==> config.mk <==
export PLATFORM = sky130hd
export DESIGN_NAME = instr_encoder
export DESIGN_NICKNAME = d
export VERILOG_FILES = /design/src/rtl/instr_encoder.sv
export SDC_FILE = /design/constraint.sdc
export NUM_CORES = 1
export LEC_CHECK = 0
export BUFFER_PORTS_ARGS = -buffer_cell sky130_fd_sc_hd__buf_4
export CAP_MARGIN = 20
export CORE_MARGIN = 10
export CORE_UTILIZATION = 40
export DETAILED_ROUTE_END_ITERATION = 6
export PLACE_DENSITY = 0.68
export SETUP_SLACK_MARGIN = 0.15
export SYNTH_ARGS = -nofsm -noshare
export SYNTH_HDL_FRONTEND = slang
export SYNTH_SLANG_ARGS = --single-unit
==> constraint.sdc <==
create_clock -name clk -period 4.25 [get_ports clk]
set_input_delay 0.425 -clock clk [delete_from_list [all_inputs] [get_ports clk]]
set_output_delay 0.425 -clock clk [all_outputs]
set_load 0.005 [all_outputs]
==> src/rtl/instr_encoder.sv <==
// Sequential MIPS instruction encoder and program loader: packs symbolic instructions
// into 32-bit words and writes them to consecutive instruction-memory addresses from 0.
module instr_encoder #(
   parameter int unsigned n     = 32,
   parameter int unsigned DEPTH = 64,
   parameter int unsigned AW    = 6
) (
   input  logic          clk,
   input  logic          rst_n,
   input  logic          start,
   input  logic          in_valid,
   output logic          in_ready,
   input  logic [2:0]    in_kind,
   input  logic [4:0]    in_rs,
   input  logic [4:0]    in_rt,
   input  logic [4:0]    in_rd,
   input  logic [4:0]    in_shamt,
   input  logic [5:0]    in_funct,
   input  logic [15:0]   in_imm,
   input  logic [25:0]   in_target,
   input  logic          in_last,
   output logic          imem_we,
   output logic [AW-1:0] imem_addr,
   output logic [n-1:0]  imem_wdata,
   output logic [AW:0]   count,
   output logic          done,
   output logic          error
);

   localparam logic [2:0] KindRtype = 3'd0;
   localparam logic [2:0] KindLw    = 3'd1;
   localparam logic [2:0] KindSw    = 3'd2;
   localparam logic [2:0] KindBeq   = 3'd3;
   localparam logic [2:0] KindAddi  = 3'd4;
   localparam logic [2:0] KindJ     = 3'd5;

   localparam logic [AW-1:0] LastAddr = AW'(DEPTH - 1);

   typedef enum logic [2:0] {StIdle, StLoad, StWrite, StDone, StErr} state_e;

   state_e        state_q, state_d;
   logic [AW-1:0] addr_q, addr_d;
   logic [AW:0]   count_q, count_d;
   logic [n-1:0]  word_q, word_d;
   logic          last_q, last_d;

   logic          legal;
   logic [31:0]   enc_word;

   // Opcode packing; fields a kind does not use are simply not wired in.
   always_comb begin
      legal    = 1'b1;
      enc_word = '0;
      case (in_kind)
         KindRtype: enc_word = {6'b000000, in_rs, in_rt, in_rd, in_shamt, in_funct};
         KindLw:    enc_word = {6'b100011, in_rs, in_rt, in_imm};
         KindSw:    enc_word = {6'b101011, in_rs, in_rt, in_imm};
         KindBeq:   enc_word = {6'b000100, in_rs, in_rt, in_imm};
         KindAddi:  enc_word = {6'b001000, in_rs, in_rt, in_imm};
         KindJ:     enc_word = {6'b000010, in_target};
         default:   legal    = 1'b0;
      endcase
   end

   always_comb begin
      state_d = state_q;
      addr_d  = addr_q;
      count_d = count_q;
      word_d  = word_q;
      last_d  = last_q;
      unique case (state_q)
         StIdle, StDone, StErr: begin
            if (start) begin
               state_d = StLoad;
               addr_d  = '0;
               count_d = '0;
            end
         end
         StLoad: begin
            if (in_valid) begin
               if (legal) begin
                  word_d  = enc_word;
                  last_d  = in_last;
                  state_d = StWrite;
               end else begin
                  state_d = StErr;
               end
            end
         end
         StWrite: begin
            addr_d  = addr_q + 1'b1;
            count_d = count_q + 1'b1;
            // A last word on the top address still ends the session normally.
            if (last_q) begin
               state_d = StDone;
            end else if (addr_q == LastAddr) begin
               state_d = StErr;
            end else begin
               state_d = StLoad;
            end
         end
         default: state_d = StIdle;
      endcase
   end

   always_ff @(posedge clk or negedge rst_n) begin
      if (!rst_n) begin
         state_q <= StIdle;
         addr_q  <= '0;
         count_q <= '0;
         word_q  <= '0;
         last_q  <= 1'b0;
      end else begin
         state_q <= state_d;
         addr_q  <= addr_d;
         count_q <= count_d;
         word_q  <= word_d;
         last_q  <= last_d;
      end
   end

   assign in_ready   = (state_q == StLoad);
   assign imem_we    = (state_q == StWrite);
   assign imem_addr  = addr_q;
   assign imem_wdata = word_q;
   assign count      = count_q;
   assign done       = (state_q == StDone);
   assign error      = (state_q == StErr);

endmodule

==> results by group, run 1 <==
Outcome
  • Result of the run: finished, final reports clean

Timing
  • Highest clock rate: between 0.4 and 0.5 GHz
  • Minimum period implied by the final worst setup slack: approximately 2100 ps
  • Clock tree skew after final layout: about 8 ps
  • Setup violations, final: 0
  • Setup repair after global routing missed its margin: no
  • Count of final hold-check violations: 0
  • Slew Limit Fails: 0
  • Worst max-slew margin expressed relative to the limit: roughly 29%
  • Share of the cycle needed by the critical path after routing: between 40% and 50%
  • Setup_tns: 0 ps
  • Worst slew pin tran: 1070 ps

CTS
  • Number of buffers added by the clock tree synthesis step: 5
  • H-tree lvl count: 2
  • Clock Sink Count: 47
  • Clock network latency to the later pin of the worst-skew pair: roughly 300 ps
  • # hold bufs at CTS: 0
  • Number of buffers added for setup after CTS: 0
  • Maximum buffer depth of the clock tree: 2
  • Quantity of gates resized following cts: 0
  • CTS tree: yes
  • Clk Tree Root Cell: sky130_fd_sc_hd__clkbuf_8
  • Register clock-pin slew on the reported worst setup and hold paths: 90 ps

Floorplan
  • Horizontal die dimension: 102 µm
  • Area of the die: roughly 10,000 µm²
  • Top-level port count: approximately 130
  • Number of rows created at floorplan: 29
  • Chip height: slightly above 100 µm
  • Initial core utilization: approximately two fifths
  • Area of the core: 6420 µm²

Placed design
  • HPWL Detailed: between 5000 and 6000 µm
  • Count of buffers inserted at the top-level ports: 123
  • GPL Wtd Cong: ~0.83
  • Total instance count after detailed placement: 470

Worst setup path
  • Type of the worst setup path: reg2out
  • Critical path's top delay family: simple AND/OR/NAND/NOR gates
  • Max Fanout on Critical Path: 13
  • Data required, critical path: roughly 3800 ps
  • Sequence of cells on the critical path: or3b_4 -> inv_2 -> buf_4
  • Cell with the largest stage delay on the worst path: sky130_fd_sc_hd__or3b_4
  • Crit path launch type: flip-flop
  • Crit path buffers/inverters: 2
  • Sort of element at the end of the critical path: output pin
  • Highest cell delay on the worst timing path: 540 ps
  • Arrival time worst endpoint: around 1700 ps

Power
  • Worst-case vdd ir drop: a little under 0.2 mV
  • Static leakage power: 1.81 nW
  • Total power divided by cell area: a little under 500 nW/µm²

Route
  • DR vias: 2,479
  • DRT Wirelength: ~7800 µm
  • Iter 0 DRT Violations: between 70 and 80
  • Count of TritonRoute iterations in the first routing pass: 4
  • WL/cell: 16.3 µm
  • Post-DR vias/cell: 5.18
  • DRC errors left: 0
  • Number of antenna-violating nets in the routed design: 0

Logic synthesis
  • Mean cell area of the mapped netlist: 9.05 µm²
  • Number of warning messages in the yosys log: 0
  • Cells taking the most area after synthesis: sky130_fd_sc_hd__dfrtp_1 44%, sky130_fd_sc_hd__o21ai_0 6.3%, sky130_fd_sc_hd__mux2i_1 6.0%, sky130_fd_sc_hd__nand2_1 5.7%, sky130_fd_sc_hd__a221oi_1 4.9%
  • Fraction of registers with async set or reset after synthesis: 100%
  • Most used DFF post-synth: sky130_fd_sc_hd__dfrtp_1
  • Number of synthesized flops with an enable pin: 0
  • Cell with the most instances after synthesis: sky130_fd_sc_hd__dfrtp_1
  • Syn Std Cell Area: ~2700 µm²
  • Cell accounting for the most synthesized area: sky130_fd_sc_hd__dfrtp_1
  • Most instantiated cells after synthesis: 47 x sky130_fd_sc_hd__dfrtp_1, 41 x sky130_fd_sc_hd__nand2_1, 34 x sky130_fd_sc_hd__o21ai_0
  • Sequential fraction of the synthesis area: approximately 44%
  • Netlist cell types: 44
  • Synth Instances: ~300
  • Fraction of post-synthesis cell area in the top cell type by area: between 40% and 50%
  • Flip-flop and latch count after synthesis: 47
  • Number of nets produced by synthesis: around 380

Cells and area
  • Final net count: 479
  • Fraction of final layout cells sized beyond drive strength 1: around 36%
  • Synth-to-Final Area Change: 36.1%
  • Antenna fix cells: 0
  • Fillers: approximately 620
  • Post-route non-filler standard cell count: between 400 and 500

Global routing
  • Number of antenna violations at the first check in global routing: 0
  • Global router's overall resource usage: around 15%
  • Overall overflow remaining after global route: 0
  • Maximum number of pins on one net before global-route repair: 62
  • Wire length of the first global-routing pass: roughly 12,000 µm
  • Number of global-route vias before repair: about 2.5k

Worst hold path
  • Worst Hold Class: in2async

Run
  • Max cap viols: 0
## layer usage
| metal | GRT usage, % | up-vias | part of all wire (%) |
|---|---|---|---|
| met2 | 24.3 | 80 | 46 |
| met4 | 3.90 | 0 | 1.3 |
| met3 | 7.89 | 7 | 11 |
| li1 | - | 1263 | - |
| met1 | 16.5 | 1129 | 41 |
| met5 | 0 | - | 0 |
## state kept, by name, summed over array words and instances (netlist names)
register,cells
imem_wdata,30
count,7
imem_addr,6
state_q,3
last_q,1
## kinds of logic (layout without fill, tap and decap cells)
logic type,after synthesis,count (layout),synth area share (%)
adders and majority gates,2,2,0.931
DFF,47,47,43.7
AOI/OAI and AO/OA,92,92,21.4
buffers and inverters,30,135,6.89
and+or+nand+nor,105,105,19.5
muxes,17,17,6.37
xor gates and xnor gates,3,3,0.977
other,1,1,0.139
## report_power, final
part           internal (W)  switching, W
combinational      0.000398      0.000345
clock              0.000148      0.000148
sequential         0.000605      0.000129
## path summary, 6_finish.rpt
check / start / cells after the start / endpoint / slack, ps
min in group clk: in_last / 2 / last_q / 360
max in group asynchronous: rst_n / 1 / imem_wdata[9] / 3720
max: state_q[2] / 3 / imem_we / 2130
min: rst_n / 1 / imem_addr[4] / 120
min reg2reg: count[6] / 1 / count[6] / 480
max reg2reg: state_q[0] / 4 / imem_addr[3] / 2640
## area by class of cell
class / instances / area (µm²) / area share [%]
multi-input cells: 220 / 1330 / 36.3
clock inverters: 1 / 7.51 / 0.205
clock buffers: 7 / 96.3 / 2.63
repair buffers: 124 / 943 / 25.8
flip-flops and latches: 47 / 1180 / 32.1
well taps: 77 / 96.3 / 2.63
inverters: 3 / 11.3 / 0.308
## cell usage in the layout (no fill, tap or decap), types with 5 or more instances in the layout
cell	n
sky130_fd_sc_hd__o21ai_1	15
sky130_fd_sc_hd__nor2_1	23
sky130_fd_sc_hd__nand2_1	41
sky130_fd_sc_hd__o21ai_0	34
sky130_fd_sc_hd__a221oi_1	15
sky130_fd_sc_hd__dfrtp_1	47
sky130_fd_sc_hd__nor2b_1	16
sky130_fd_sc_hd__a22oi_1	10
sky130_fd_sc_hd__clkbuf_8	7
sky130_fd_sc_hd__buf_4	123
sky130_fd_sc_hd__a31oi_1	5
sky130_fd_sc_hd__mux2i_1	16
sky130_fd_sc_hd__a21oi_1	6
## per-stage QoR
stage	setup WS (ps)	util, %	cell area [µm²]	power, W	hold WS, ps
after floorplan	2700	-	2690	0.00111	129
after detailed placement	1890	55.0	3530	0.00149	472
final	2130	57.0	3660	0.00177	124
after CTS	1900	56.7	3640	0.00179	151
after global placement	1890	55.0	3530	0.00147	462
after global routing	2040	57.0	3660	0.00192	161
Note: power is estimated with default switching activity, not from simulation.
==> inputs of run 2 (changes only) <==
- ABC_AREA: not set -> 1
- PLACE_DENSITY: 0.68 -> 0.7
- clock period: 4.25 -> 1.72 ns (I/O delays scaled with it)
==> results by group, run 2 <==
Cells and area
  • Commonest non-fill, non-tap cells in the layout: 128 x sky130_fd_sc_hd__nand2_1, 126 x sky130_fd_sc_hd__buf_4, 47 x sky130_fd_sc_hd__dfrtp_1
  • Post-route non-filler standard cell count: 599
  • Synth-to-Final Area Change: 37.8%
  • Final net count: just under 600
  • Fraction of final layout cells sized beyond drive strength 1: a little under a third
  • Final design instance area without fill: slightly below 4000 µm²
  • Most common cell after layout, fill and taps aside: sky130_fd_sc_hd__nand2_1
  • Number of flip-flops in the largest register: 30
  • Antenna fix cells: 0

Floorplan
  • Area of the die: around 11,000 µm²
  • Horizontal die dimension: approximately 100 µm
  • Chip height: 104 µm
  • Initial core utilization: about two fifths
  • Number of rows created at floorplan: 30
  • Area of the core: around 6800 µm²
  • Top-level port count: 125

Logic synthesis
  • Cell with the most instances after synthesis: sky130_fd_sc_hd__nand2_1
  • Number of synthesized flops with an enable pin: 0
  • Number of nets produced by synthesis: ~470
  • Sequential fraction of the synthesis area: a little over two fifths
  • Number of warning messages in the yosys log: 0
  • Fraction of registers with async set or reset after synthesis: between 90% and 100%
  • Cell accounting for the most synthesized area: sky130_fd_sc_hd__dfrtp_1
  • Netlist cell types: 28
  • Most used DFF post-synth: sky130_fd_sc_hd__dfrtp_1
  • Syn Std Cell Area: 2790 µm²
  • Fraction of post-synthesis cell area in the top cell type by area: 42.1%
  • Flip-flop and latch count after synthesis: 47
  • Most instantiated cells after synthesis: 128 x sky130_fd_sc_hd__nand2_1, 47 x sky130_fd_sc_hd__dfrtp_1, 38 x sky130_fd_sc_hd__inv_1
  • Cells taking the most area after synthesis: sky130_fd_sc_hd__dfrtp_1 42%, sky130_fd_sc_hd__nand2_1 17%, sky130_fd_sc_hd__nand3_1 5.9%, sky130_fd_sc_hd__inv_1 5.1%, sky130_fd_sc_hd__nor2_1 4.0%
  • Mean cell area of the mapped netlist: 7.20 µm²
  • Synth Instances: between 300 and 400

Placed design
  • Count of buffers inserted at the top-level ports: 123
  • Place WS: around 310 ps
  • GPL Wtd Cong: about 0.88
  • HPWL Detailed: about 6600 µm
  • Total cell area at the placement stage: roughly 3700 µm²
  • Total instance count after detailed placement: 591

Timing
  • Worst slew pin tran: 595 ps
  • Highest clock rate: ~0.7 GHz
  • Count of final hold-check violations: 0
  • Share of the cycle needed by the critical path after routing: 83.5%
  • Clock tree skew after final layout: between 2 and 2.5 ps
  • Slew Limit Fails: 0
  • Setup violations, final: 0
  • Least setup slack across all paths after layout: 284 ps
  • Worst max-slew margin expressed relative to the limit: between 60% and 70%
  • Setup repair after global routing missed its margin: no
  • Minimum period implied by the final worst setup slack: about 1400 ps
  • Setup_tns: 0 ps

Worst setup path
  • Sequence of cells on the critical path: nor2_1 -> nand2_1 -> inv_1 -> buf_4
  • Cells on worst reg2reg path: 5
  • Sort of element at the end of the critical path: output pin
  • Type of the worst setup path: reg2out
  • Arrival time worst endpoint: about 1300 ps
  • FF-to-FF End: imem_wdata[11]
  • Crit path launch type: flip-flop
  • Data required, critical path: around 1600 ps
  • Reg-to-Reg Start: state_q[1]
  • Cell with the largest stage delay on the worst path: sky130_fd_sc_hd__dfrtp_1
  • Max Fanout on Critical Path: 5
  • Flop-to-flop setup slack: 350 ps
  • Highest cell delay on the worst timing path: approximately 430 ps

Route
  • DRC errors left: 0
  • Number of antenna-violating nets in the routed design: 0
  • DR vias: between 2k and 3k
  • Post-DR vias/cell: about 4.8
  • WL/cell: 14.3 µm
  • Iter 0 DRT Violations: around 140
  • Count of TritonRoute iterations in the first routing pass: 4
  • DRT Wirelength: approximately 8600 µm

Worst hold path
  • Cells on Worst Hold Path: 3
  • Worst Hold Class: in2reg
  • Hold worst-path end: last_q
  • Hold path startpoint: in_last

CTS
  • Clock Sink Count: between 40 and 50
  • Number of buffers added for setup after CTS: 0
  • Number of buffers added by the clock tree synthesis step: 5
  • Register clock-pin slew on the reported worst setup and hold paths: approximately 90 ps
  • CTS tree: yes
  • Clock network latency to the later pin of the worst-skew pair: around 300 ps
  • Maximum buffer depth of the clock tree: 2
  • Clk Tree Root Cell: sky130_fd_sc_hd__clkbuf_8
  • H-tree lvl count: 2

Power
  • Static leakage power: about 2.2 nW
  • Worst-case vdd ir drop: about 0.5 mV
  • Total power divided by cell area: 1210 nW/µm²
  • Total power after layout: roughly 0.0047 W

Global routing
  • Overall overflow remaining after global route: 0
  • Wire length of the first global-routing pass: ~15,000 µm
  • Global router's overall resource usage: roughly 16%
  • Maximum number of pins on one net before global-route repair: 48
  • Number of global-route vias before repair: 3,023
  • Number of antenna violations at the first check in global routing: 0

Run
  • Max cap viols: 0

Outcome
  • Result of the run: finished, final reports clean
==> run 2: logic make-up after synthesis <==
family | after synthesis | share of synthesized area, %
mux | 2 | 0.717
buf+inv | 64 | 10.7
simple gates | 226 | 35.8
compound gates | 46 | 9.63
fa+ha+maj | 2 | 0.896
other cells | 1 | 0.134
flops | 47 | 42.1
==> run 2: layer usage <==
metal  wire, µm  part of all wire, %  GRT usage [%]
met2       4190                   49           26.4
met4        232                  2.7           6.25
met3        583                  6.8           4.89
met5          0                    0              0
met1       3570                   42           19.1
==> run 2: report_power, final <==
group / total [W] / internal (W) / switching (W)
logic: 0.00203 / 0.00105 / 0.000981
registers: 0.00183 / 0.00152 / 0.000307
clock network: 0.000795 / 0.000427 / 0.000369
total: 0.00466 / 0.00300 / 0.00166
==> run 2: layout make-up <==
type / count / area [µm²]
Inverter: 44 / 165
Clock buffer: 6 / 72.6
Sequential cell: 47 / 1180
Timing Repair Buffer: 128 / 967
Tap cell: 96 / 120
Multi-Input combinational cell: 277 / 1320
Fill cell: 642 / 2940
Clock inverter: 1 / 30.0
==> run 2: worst max-delay path by stage <==
| stage | from | endpoint | slack, ps | cells after the start |
|---|---|---|---|---|
| floorplan | state_q[1] | imem_wdata[26] | 520 | 6 |
| global placement | in_kind[0] | imem_wdata[12] | 360 | 6 |
| detailed placement | in_kind[0] | imem_wdata[12] | 310 | 6 |
| CTS | state_q[2] | imem_we | 250 | 5 |
| global route | state_q[1] | in_ready | 150 | 4 |
| finish | state_q[1] | in_ready | 280 | 4 |
==> run 2: metrics by stage <==
stage	hold slack, ps	utilization (%)
2_1_floorplan	-124	-
3_3_place_gp	230	55.0
3_5_place_dp	224	55.0
4_1_cts	79.7	56.6
5_1_grt	70.1	56.7
6_report	84.5	56.7
==> run 2: critical path: cells and delay by family, from the launching register on <==
family                 cells  cell delay (ps)
AND/OR/NAND/NOR            2              300
buffers and inverters      2              230
flip-flops                 1              430
==> run 2: what timing repair did <==
action                                  CTS  global route
hold buffers                              1             0
gates resized for setup                   0             1
endpoints found under the setup margin    0             1
hold endpoints to repair                 47             0
==> inputs of run 3 (changes only) <==
- PLACE_DENSITY: 0.7 -> 0.68
- clock period: 1.72 -> 1.4 ns (I/O delays scaled with it)
==> results by group, run 3 (synthesis gave the netlist of run 2 again) <==
Global routing
  • Number of antenna violations at the first check in global routing: 0
  • Overall overflow remaining after global route: 0
  • Maximum number of pins on one net before global-route repair: 60
  • Number of global-route vias before repair: between 2k and 3k
  • Wire length of the first global-routing pass: about 14,000 µm
  • Global router's overall resource usage: between 15 and 20%

Placed design
  • Count of buffers inserted at the top-level ports: 123
  • HPWL Detailed: between 6000 and 7000 µm
  • Total cell area at the placement stage: ~3800 µm²
  • GPL Wtd Cong: a little over 0.8
  • Total instance count after detailed placement: between 500 and 600

Worst setup path
  • Arrival time worst endpoint: about 1200 ps
  • Critical path's top delay family: flip-flops
  • Highest cell delay on the worst timing path: approximately 440 ps
  • Crit path launch type: flip-flop
  • Sort of element at the end of the critical path: output pin
  • Sequence of cells on the critical path: inv_2 -> buf_6 -> nand3_2 -> inv_1 -> buf_4
  • Max Fanout on Critical Path: 2
  • CP Depth: 5
  • Data required, critical path: about 1300 ps
  • Crit path buffers/inverters: 4
  • Type of the worst setup path: reg2out
  • Cell with the largest stage delay on the worst path: sky130_fd_sc_hd__dfrtp_1
  • Cells on worst reg2reg path: 8

Timing
  • Setup violations, final: 0
  • Minimum period implied by the final worst setup slack: about 1300 ps
  • Worst max-slew margin expressed relative to the limit: between 50% and 60%
  • Final-layout worst hold slack: around 47 ps
  • Highest clock rate: about 0.75 GHz
  • Setup_tns: 0 ps
  • Share of the cycle needed by the critical path after routing: between 90% and 100%
  • Clock tree skew after final layout: approximately 5.3 ps
  • Slew Limit Fails: 0
  • Worst slew pin tran: slightly above 600 ps
  • Count of final hold-check violations: 0
  • Setup repair after global routing missed its margin: yes

CTS
  • Maximum buffer depth of the clock tree: 2
  • Clk Tree Root Cell: sky130_fd_sc_hd__clkbuf_8
  • Clock Sink Count: 47
  • H-tree lvl count: 2
  • CTS tree: yes
  • Register clock-pin slew on the reported worst setup and hold paths: 90 ps
  • Number of buffers added by the clock tree synthesis step: 5
  • Clock network latency to the later pin of the worst-skew pair: ~300 ps

Floorplan
  • Chip height: a little over 100 µm
  • Number of rows created at floorplan: 30
  • Area of the die: 10,700 µm²
  • Area of the core: 6790 µm²
  • Initial core utilization: around two fifths
  • Top-level port count: 125
  • Horizontal die dimension: 104 µm

Cells and area
  • Antenna fix cells: 0
  • Final net count: 594
  • Number of flip-flops in the largest register: 30
  • Most common cell after layout, fill and taps aside: sky130_fd_sc_hd__buf_4
  • Synth-to-Final Area Change: 45.5%
  • Commonest non-fill, non-tap cells in the layout: 132 x sky130_fd_sc_hd__buf_4, 124 x sky130_fd_sc_hd__nand2_1, 45 x sky130_fd_sc_hd__dfrtp_1
  • Post-route non-filler standard cell count: between 600 and 700
  • Fraction of final layout cells sized beyond drive strength 1: 35.6%
  • Final design instance area without fill: ~4100 µm²

Power
  • Worst-case vdd ir drop: roughly 0.60 mV
  • Static leakage power: around 2.3 nW
  • Total power divided by cell area: ~1500 nW/µm²

Route
  • Post-DR vias/cell: ~4.8
  • DR vias: 2,926
  • DRT Wirelength: approximately 8700 µm
  • DRC errors left: 0
  • WL/cell: around 14 µm
  • Number of antenna-violating nets in the routed design: 0
  • Count of TritonRoute iterations in the first routing pass: 6
  • Iter 0 DRT Violations: ~130

Worst hold path
  • Cells on Worst Hold Path: 3
  • Worst Hold Class: in2reg

Run
  • Max cap viols: 0

Outcome
  • Result of the run: finished, final reports clean
[run 3: cell types whose count changed in the layout (fill, tap and decap cells not counted), sizes merged]
cell	before	now
buf	127	139
clkbuf	6	8
bufinv	1	0
clkinv	2	1
clkinvlp	0	1
inv	42	43
[run 3: layout make-up]
type / instances / area, µm²
fill: 629 / 2730
multi-input combinational: 277 / 1370
sequential: 47 / 1180
timing repair buffer: 141 / 1120
inverter: 44 / 168
tap: 96 / 120
clock buffer: 7 / 96.3
clock inverter: 1 / 7.51
[run 3: timing repair]
action,4_1_cts,5_1_grt
gates cloned,0,1
gates resized for setup,13,12
hold buffers,1,0
endpoints found under the setup margin,27,49
endpoints found under the hold margin,47,0
pin swaps,4,6
setup buffers,6,1
[run 3: layer usage]
metal | global-route usage, % | wire (µm) | vias up
met4 | 5.54 | 143 | 0
met1 | 18.6 | 3670 | 1347
met5 | 0 | 0 | -
li1 | - | - | 1485
met2 | 26.2 | 4310 | 86
met3 | 5.08 | 586 | 8
[run 3: metrics by stage]
| stage | utilization (%) | total power, W | worst slack (ps) |
|---|---|---|---|
| 6_report | 59.8 | 0.00607 | 59.4 |
| 5_1_grt | 59.8 | 0.00662 | -21.0 |
| 4_1_cts | 58.7 | 0.00600 | 49.9 |
| 3_5_place_dp | 55.9 | 0.00488 | 104 |
| 3_3_place_gp | 55.9 | 0.00481 | 137 |
| 2_1_floorplan | - | 0.00348 | 205 |
[run 3: path summary, 6_finish.rpt]
check / startpoint / to / slack, ps
worst min-delay path: in_last / last_q / 50
worst min register to register: imem_wdata[10] / imem_wdata[10] / 490
max in group asynchronous: rst_n / state_q[0] / 560
worst max register to register: state_q[0] / state_q[1] / 70
min in group asynchronous: rst_n / imem_addr[4] / 380
worst max-delay path: state_q[2] / done / 60
[run 3: tightest hold or removal path, cell delays in order]
cell and delay (ps):
sky130_fd_sc_hd__buf_4 90, sky130_fd_sc_hd__nand2_1 40, sky130_fd_sc_hd__nand2_1 40
[run 3: report_power, final]
part	total, W	internal [W]	leakage (nW)	switching [W]
Clock	0.000911	0.000450	0.0505	0.000462
Combinational	0.00293	0.00155	1.61	0.00138
Sequential	0.00223	0.00187	0.589	0.000360
